--- config.mk ---
export PLATFORM = sky130hd
export DESIGN_NAME = gng_mul_arbiter_flat
export DESIGN_NICKNAME = d
export VERILOG_FILES = /design/src/rtl/gng_mul_arbiter_pkg.sv /design/src/rtl/gng_mul_arbiter_if.sv /design/src/rtl/gng_mul_arbiter_rr_pick.sv /design/src/rtl/gng_smul_16_18.sv /design/src/rtl/gng_mul_arbiter.sv /design/src/flat_wrapper.sv
export SDC_FILE = /design/constraint.sdc
export NUM_CORES = 1
export LEC_CHECK = 0
export ABC_AREA = 0
export BUFFER_PORTS_ARGS = -buffer_cell sky130_fd_sc_hd__buf_2
export CORE_MARGIN = 2
export CORE_UTILIZATION = 42
export DETAILED_ROUTE_END_ITERATION = 10
export GPL_TIMING_DRIVEN = 0
export PLACE_DENSITY = 0.7
export REMOVE_ABC_BUFFERS = 1
export SYNTH_ARGS = -nofsm -noshare
export SYNTH_HDL_FRONTEND = slang
export SYNTH_HIERARCHICAL = 1
export SYNTH_SLANG_ARGS = --single-unit
--- constraint.sdc ---
create_clock -name clk -period 5.25 [get_ports clk]
set_input_delay 0.525 -clock clk [delete_from_list [all_inputs] [get_ports clk]]
set_output_delay 0.525 -clock clk [all_outputs]
set_load 0.005 [all_outputs]
--- src/rtl/gng_mul_arbiter_pkg.sv ---
// gng_mul_arb_defs: shared widths and latency for the multiplier arbiter.
package gng_mul_arb_defs;
    localparam int A_W     = 16;
    localparam int B_W     = 18;
    localparam int P_W     = 34;
    localparam int MUL_LAT = 2;
    localparam int STAT_W  = 16;
    typedef logic signed [A_W-1:0] a_t;
    typedef logic signed [B_W-1:0] b_t;
    typedef logic signed [P_W-1:0] p_t;
endpackage

--- src/rtl/gng_mul_arbiter_if.sv ---
// gng_mul_arbiter_if: request and result bus shared by the arbiter and its requesters.
interface gng_mul_arbiter_if
    import gng_mul_arb_defs::*;
#(
    parameter int N_REQ = 4,
    parameter int ID_W  = 2
) ();
    logic                   hold;
    logic [N_REQ-1:0]       req_valid;
    logic [N_REQ-1:0]       req_ready;
    logic [N_REQ*A_W-1:0]   req_a;
    logic [N_REQ*B_W-1:0]   req_b;
    logic                   res_valid;
    logic [ID_W-1:0]        res_id;
    p_t                     res_p;
    modport master (output hold, req_valid, req_a, req_b, input req_ready, res_valid, res_id, res_p);
    modport slave  (input hold, req_valid, req_a, req_b, output req_ready, res_valid, res_id, res_p);
endinterface

--- src/rtl/gng_mul_arbiter_rr_pick.sv ---
// gng_rr_pick: combinational round-robin pick starting one past ptr.
module gng_rr_pick #(
    parameter int N_REQ = 4,
    parameter int ID_W  = 2
) (
    input  logic [N_REQ-1:0] req,
    input  logic [ID_W-1:0]  ptr,
    input  logic             en,
    output logic [N_REQ-1:0] grant,
    output logic [ID_W-1:0]  grant_idx,
    output logic             grant_any
);
    logic [ID_W-1:0] j;
    // Walk from the farthest offset down so the nearest requester wins.
    always_comb begin
        grant_idx = '0;
        grant_any = 1'b0;
        j         = '0;
        for (int k = N_REQ; k >= 1; k--) begin
            j = ID_W'((int'(ptr) + k) % N_REQ);
            if (en && req[j]) begin
                grant_idx = j;
                grant_any = 1'b1;
            end
        end
    end
    assign grant = grant_any ? N_REQ'(1) << grant_idx : '0;
endmodule

--- src/rtl/gng_smul_16_18.sv ---
// gng_smul_16_18: signed 16x18 multiplier with registered inputs and product.
module gng_smul_16_18
    import gng_mul_arb_defs::*;
(
    input  logic clk,
    input  a_t   a,
    input  b_t   b,
    output p_t   p
);
    a_t a_r;
    b_t b_r;
    always_ff @(posedge clk) begin
        a_r <= a;
        b_r <= b;
        p   <= P_W'(a_r) * P_W'(b_r);
    end
endmodule

--- src/rtl/gng_mul_arbiter.sv ---
// gng_mul_arbiter: round-robin share of one 16x18 multiplier, tagged results at fixed latency.
// Optional per-requester grant counters with GNG_MUL_ARB_STATS_EN.
module gng_mul_arbiter
    import gng_mul_arb_defs::*;
#(
    parameter int N_REQ = 4,
    parameter int ID_W  = 2
) (
    input  logic                      clk,
    input  logic                      rstn,
`ifdef GNG_MUL_ARB_STATS_EN
    input  logic                      stat_clr,
    output logic [N_REQ*STAT_W-1:0]   stat_cnt,
`endif
    gng_mul_arbiter_if.slave          bus
);
    logic [ID_W-1:0]  rr_ptr;
    logic [ID_W-1:0]  grant_idx;
    logic [N_REQ-1:0] grant;
    logic             grant_any;
    a_t               a_sel;
    b_t               b_sel;
    logic [MUL_LAT-1:0] tag_v;
    logic [ID_W-1:0]    tag_id [MUL_LAT];

    gng_rr_pick #(.N_REQ(N_REQ), .ID_W(ID_W)) u_pick (
        .req       (bus.req_valid),
        .ptr       (rr_ptr),
        .en        (rstn & ~bus.hold),
        .grant     (grant),
        .grant_idx (grant_idx),
        .grant_any (grant_any)
    );
    assign bus.req_ready = grant;

    always_comb begin
        a_sel = '0;
        b_sel = '0;
        for (int i = 0; i < N_REQ; i++) begin
            if (grant[i]) begin
                a_sel = bus.req_a[i*A_W +: A_W];
                b_sel = bus.req_b[i*B_W +: B_W];
            end
        end
    end

    gng_smul_16_18 u_mul (
        .clk (clk),
        .a   (a_sel),
        .b   (b_sel),
        .p   (bus.res_p)
    );

    // Tags march alongside the multiplier's operand and product registers.
    always_ff @(posedge clk) begin
        if (!rstn) begin
            rr_ptr <= ID_W'(N_REQ - 1);
            tag_v  <= '0;
            for (int i = 0; i < MUL_LAT; i++) tag_id[i] <= '0;
        end else begin
            if (grant_any) rr_ptr <= grant_idx;
            tag_v     <= {tag_v[MUL_LAT-2:0], grant_any};
            tag_id[0] <= grant_idx;
            for (int i = 1; i < MUL_LAT; i++) tag_id[i] <= tag_id[i-1];
        end
    end
    // Masking with rstn keeps a result already in flight from leaking out during reset.
    assign bus.res_valid = tag_v[MUL_LAT-1] & rstn;
    assign bus.res_id    = tag_id[MUL_LAT-1];

`ifdef GNG_MUL_ARB_STATS_EN
    logic [STAT_W-1:0] cnt [N_REQ];
    always_ff @(posedge clk) begin
        if (!rstn || stat_clr) begin
            for (int i = 0; i < N_REQ; i++) cnt[i] <= '0;
        end else begin
            for (int i = 0; i < N_REQ; i++)
                if (grant[i] && cnt[i] != '1) cnt[i] <= cnt[i] + STAT_W'(1);
        end
    end
    for (genvar g = 0; g < N_REQ; g++) begin : g_stat
        assign stat_cnt[g*STAT_W +: STAT_W] = cnt[g];
    end
`endif
endmodule
--- src/flat_wrapper.sv ---
// flat-port wrapper written by rule: the top's interface ports become plain ports
module gng_mul_arbiter_flat import gng_mul_arb_defs::*;
#(
    parameter int N_REQ = 4,
    parameter int ID_W  = 2
)
  (clk, rstn, bus_hold, bus_req_valid, bus_req_a, bus_req_b, bus_req_ready, bus_res_valid, bus_res_id, bus_res_p);
  gng_mul_arbiter_if #(.N_REQ(N_REQ), .ID_W(ID_W)) bus_i ();
  input  logic clk;
  input  logic rstn;
  input wire logic [$bits(bus_i.hold)-1:0] bus_hold;
  input wire logic [$bits(bus_i.req_valid)-1:0] bus_req_valid;
  input wire logic [$bits(bus_i.req_a)-1:0] bus_req_a;
  input wire logic [$bits(bus_i.req_b)-1:0] bus_req_b;
  output wire logic [$bits(bus_i.req_ready)-1:0] bus_req_ready;
  output wire logic [$bits(bus_i.res_valid)-1:0] bus_res_valid;
  output wire logic [$bits(bus_i.res_id)-1:0] bus_res_id;
  output wire logic [$bits(bus_i.res_p)-1:0] bus_res_p;
  assign bus_i.hold = bus_hold;
  assign bus_i.req_valid = bus_req_valid;
  assign bus_i.req_a = bus_req_a;
  assign bus_i.req_b = bus_req_b;
  assign bus_req_ready = bus_i.req_ready;
  assign bus_res_valid = bus_i.res_valid;
  assign bus_res_id = bus_i.res_id;
  assign bus_res_p = bus_i.res_p;
  gng_mul_arbiter #(.N_REQ(N_REQ), .ID_W(ID_W)) u_core (.clk(clk), .rstn(rstn), .bus(bus_i));
endmodule
# After elaboration in Yosys (flattened, before gate mapping)
# Memories as Yosys holds them, arrays and structs flattened.
# Cells that the tools add are included.
dict set report word_totals {
  reg_bits 72
  ram_bits 4
  inputBits 143
  out_inout_bits 41
  wordCells 54
  memories 1
}
# name depth width read_ports rd_clocked_by_memory_dff write_ports line
set memory_table {}
lappend memory_table {u_core.tag_id 2 2 2 0 2 gng_mul_arbiter.sv:24} ;# logic [ID_W-1:0] tag_id [MUL_LAT];
dict set report op_classes {
  add_sub_neg 4
  n_mul 1
  order_cmp 4
  shift 1
  muxes 29
  bitwise_logic 5
  n_reduce_logical 4
}
# cell count
set ops {}
lappend ops {{two-way mux 18 bit} 4}
lappend ops {{two-way mux 16 bit} 4}
lappend ops {{multiplier 16 x 18 -> 34 bit} 1}
lappend ops {{less-than comparator 2 x 3 -> 1 bit (second input constant)} 4}
lappend ops {{two-way mux 2 bit} 6}
lappend ops {{two-way mux 1 bit} 10}
lappend ops {{binary-select mux 1 bit (select 2 bit)} 4}
lappend ops {{adder 2 x 1 -> 2 bit (second input constant)} 2}
lappend ops {{adder 2 bit (second input constant)} 2}
lappend ops {{logical AND 1 bit} 4}
lappend ops {{two-way mux 4 bit} 1}
lappend ops {{left shift 1 x 2 -> 4 bit (first input constant)} 1}
lappend ops {{bitwise AND 1 bit} 2}
lappend ops {{bitwise OR 1 bit} 2}
lappend ops {{NOT 1 bit} 1}

# Depth between registers and ports, before layout
dict set report depth {
  ltp_word 14
  ltp_mapped 24
  mapped_depth_nobuf 23
}

# Hierarchy
# Netlist, hierarchy kept.
# module n_inst cells_each area_each_um2 seq_area_each_um2
set modules_own_cells {}
lappend modules_own_cells {gng_smul_16_18 1 1282 12249.2 1361.3}
lappend modules_own_cells {gng_mul_arbiter 1 148 1073.5 160.2}
lappend modules_own_cells {gng_rr_pick 1 20 132.6 0.0}

# Worst setup path before layout
# No wires, ideal clock.
dict set report synth_timing {
  path_kind {reg2reg}
  startpoint {register u_core.u_mul.b_r[17]}
  endpoint {register u_core.u_mul.p[33]}
  setup_ns 0.121
  arrival_time_ns 5.588
  required_ns 5.129
  setup_slack_ns -0.459
  path_stages_with_launch 21
  path_buffers 1
  synth_period_minus_slack_ns 5.709
  path_cell_list {dfxtp_1 > clkbuf_1 > nand2_1 > inv_1 > fa_1 > fa_1 > inv_1 > fa_1 > inv_1 > fa_1 > fa_1 > inv_1 > fa_1 > inv_1 > ha_1 > nand3_1 > o21ai_0 > a31oi_2 > o31ai_1 > a21oi_1 > xnor2_1}
}
dict set report synth_between {
  elab_chain_len 1
}
# item line
set synth_lines {}
lappend synth_lines {{start, declared} gng_smul_16_18.sv:11} ;# b_t b_r;
lappend synth_lines {{start signal, assigned} gng_smul_16_18.sv:14} ;# b_r <= b;
lappend synth_lines {{multiplier 16 x 18 -> 34 bit} gng_smul_16_18.sv:15} ;# p <= P_W'(a_r) * P_W'(b_r);
lappend synth_lines {{end signal, assigned} gng_smul_16_18.sv:15}
lappend synth_lines {{end, declared} gng_smul_16_18.sv:8} ;# output p_t p
# No other way between the ends.
# A chain may end at the register's enable or synchronous reset.

# Worst setup path after layout
dict set report layout_timing {
  startpoint {register u_core.u_mul.a_r[3]}
  endpoint {register u_core.u_mul.p[33]}
}
dict set report layout_between {
  elab_chain_len 1
}
# item line
set layout_lines {}
lappend layout_lines {{start, declared} gng_smul_16_18.sv:10} ;# a_t a_r;
lappend layout_lines {{start signal, assigned} gng_smul_16_18.sv:13} ;# a_r <= a;
lappend layout_lines {{multiplier 16 x 18 -> 34 bit} gng_smul_16_18.sv:15}
# No other way between the ends.

==> reports/metrics.csv <==
metric,value,unit
fmax,0.177,GHz
p_per_area,241,mW/mm^2
finalSetupTns,-3.02,ns
clkTransAtPathRegs,0.08,ns
syn-cell-area,0.0135,sq mm
fin_crit,5.64,ns
h-tree-depth,3,
maxCapViolCount,0,
yosysSeqAreaShare,11.3,%
status,"finished, violations left",
clock_tree.root_cell,clkbuf_16,
hold_viol,0,
ys.flop_type,dfxtp_1,
final_util,52.2,%
critPathArrivalTime,5.92,ns
layout_common_cells,"inv_1, fa_1, buf_2, nand2_1, and2_1",
p_leak,0.00819,uW
synthCells,1450,
gr-total-overflow,0,
gp_congestion,0.851,
track_usage,22.0,%
combPwrFrac,59.0,%
design_area,0.0165,sq mm
synth.avg_cell_area,9.28,sq um
layout_commonest_cell,inv_1,
grt_pass1_wl,57.7,mm
cts_tree,yes,
clock_path_buffers,2,
drc,0,
p_clk_share,18.5,%
yosysWarningCount,6,
die_w,183,um
ir_worst_vdd,179,uV
crit_type,reg -> reg,
hold_path_class,in -> reg,
ys_seq_elements,76,
hpwl,25.9,mm
dieArea,0.0335,sq mm
worst_hold_path.num_cells,2,
rows,65,
timing.final.crit_share,107,%
reg2reg_depth,21,
port-buffer-count,183,
antenna_found_initial,0,
maxSlewViolCount,0,
postRouteAntennaNets,0,
start_util,42.6,%
slew-limit-headroom,9.28,%
worstMarginPinSlew,1.36,ns
rsz0062_at_grt,yes,
whs,0.402,ns
diodes,0,
power.switching,1710,uW
die_y,183,um
syn2layout_area_growth,22.4,%
layout.nets,2201,
skew,0.0122,ns
critPathMaxFanout,6,
num_io_pins,184,
wl_per_cell,17.0,um
insertion_delay,0.36,ns
via_count,10700,
drtPass1Iterations,5,
setup_viol,16,
cp_data_required_time,5.53,ns
clock-sinks,76,
intPower,2250,uW
grt_pass1_vias,11700,
violations,setup timing,
startpoint_type,register,
fp.coreArea,0.0316,sq mm
drtIter0Drc,627,
synth-edff-count,0,
end_kind,register,
place_ws,-1.39,ns
viasPerCell,5.14,
ys_async_sr_fraction,0,%
placed_area,0.0146,sq mm
p_seq_share,22.5,%
drive_gt1_share,26.1,%
synth_cell_types,63,
setup_slack,-0.390,ns
grt_max_degree,35,
swShare,43.2,%
wl,35.6,mm
cts_made_buffers,9,
==> stage by stage <==
step           std cells  total power (uW)
3_3_place_gp        1975              2730
4_1_cts             2062              3840
2_1_floorplan       1390              2160
6_report            2089              3970
5_1_grt             2089              4320
3_5_place_dp        1976              2780
==> kinds of logic (layout without fill, tap and decap cells) <==
logic type                 after synthesis  in the layout  share of synthesized area, %
buffers and inverters                  408            645                          12.0
adders and majority gates              376            376                          51.1
and+or+nand+nor                        369            369                          13.8
AOI/OAI and AO/OA                      182            182                          9.22
DFF                                     76             76                          11.3
xor gates and xnor gates                37             37                          2.41
muxes                                    2              2                         0.149
==> Yosys cell counts, types with 5 or more instances <==
cell type	number	area [sq um]
nand3_1	6	30.0
nand2_1	159	597
o21a_1	5	37.5
nor2_1	34	128
a22oi_1	33	248
ha_1	86	1080
dfxtp_1	76	1520
a21oi_1	48	240
fa_1	290	5810
o22ai_1	34	213
clkbuf_1	42	158
o21ai_0	15	75.1
xor2_1	5	43.8
xnor2_1	32	280
a21o_1	8	60.1
buf_6	8	90.1
inv_1	348	1310
o21bai_1	5	37.5
buf_2	6	30.0
nand2b_1	10	62.6
and2_1	134	838
==> final timing paths <==
kind,start,end,slack (ns)
min,rstn,u_core/rr_ptr[0],0.40
max,u_core/u_mul/a_r[3],u_core/u_mul/p[33],-0.39
max reg2reg,u_core/u_mul/a_r[3],u_core/u_mul/p[33],-0.39
min reg2reg,u_core/tag_id[0][1],u_core/tag_id[0][3],0.43
==> routing by layer <==
metal  wire (um)  track usage [%]
met1       13500             26.3
met2       18600             40.5
met3        2000             2.50
met4        1500             8.54
met5           0                0
==> flip-flops by register name (all words and copies together) (netlist names) <==
name              flops
u_core/u_mul/b_r     18
u_core/rr_ptr         2
u_core/tag_id         4
u_core/u_mul/p       34
u_core/u_mul/a_r     16
u_core/tag_v          2
==> cell type report <==
cell class | count | area (sq um)
inverter | 348 | 1310
multi-input combinational | 966 | 10800
timing repair buffer | 281 | 1850
tap | 402 | 503
clock inverter | 7 | 106
clock buffer | 9 | 225
fill | 2813 | 15100
sequential | 76 | 1640
==> worst max-delay path: stages (launching register included) <==
cell and delay (ns):
dfxtp_4 0.43, buf_6 0.16, buf_6 0.10, nand2_4 0.04
fa_1 0.47, fa_1 0.51, fa_1 0.43, fa_1 0.51
inv_2 0.04, fa_1 0.55, fa_1 0.46, ha_4 0.21
nor3_4 0.17, o211ai_1 0.13, buf_4 0.18, o211ai_1 0.23
nand4_1 0.14, buf_6 0.16, a31oi_4 0.25, o31ai_4 0.08
a21oi_2 0.16, xnor2_1 0.13
==> power groups by stage <==
| stage | logic [uW] | clock network, uW | registers [uW] |
|---|---|---|---|
| CTS | 2190 | 752 | 901 |
| global placement | 1800 | 0 | 933 |
| floorplan | 1310 | 0 | 852 |
| finish | 2340 | 734 | 891 |
| global route | 2630 | 779 | 911 |
| detailed placement | 1850 | 0 | 935 |
==> repair_timing <==
item,in CTS,in global routing
resized for setup,142,67
setup endpoints to repair,22,20
hold buffers,0,0
buffers inserted,70,30
pin swaps,49,49
Note: power is estimated with default switching activity, not from simulation.
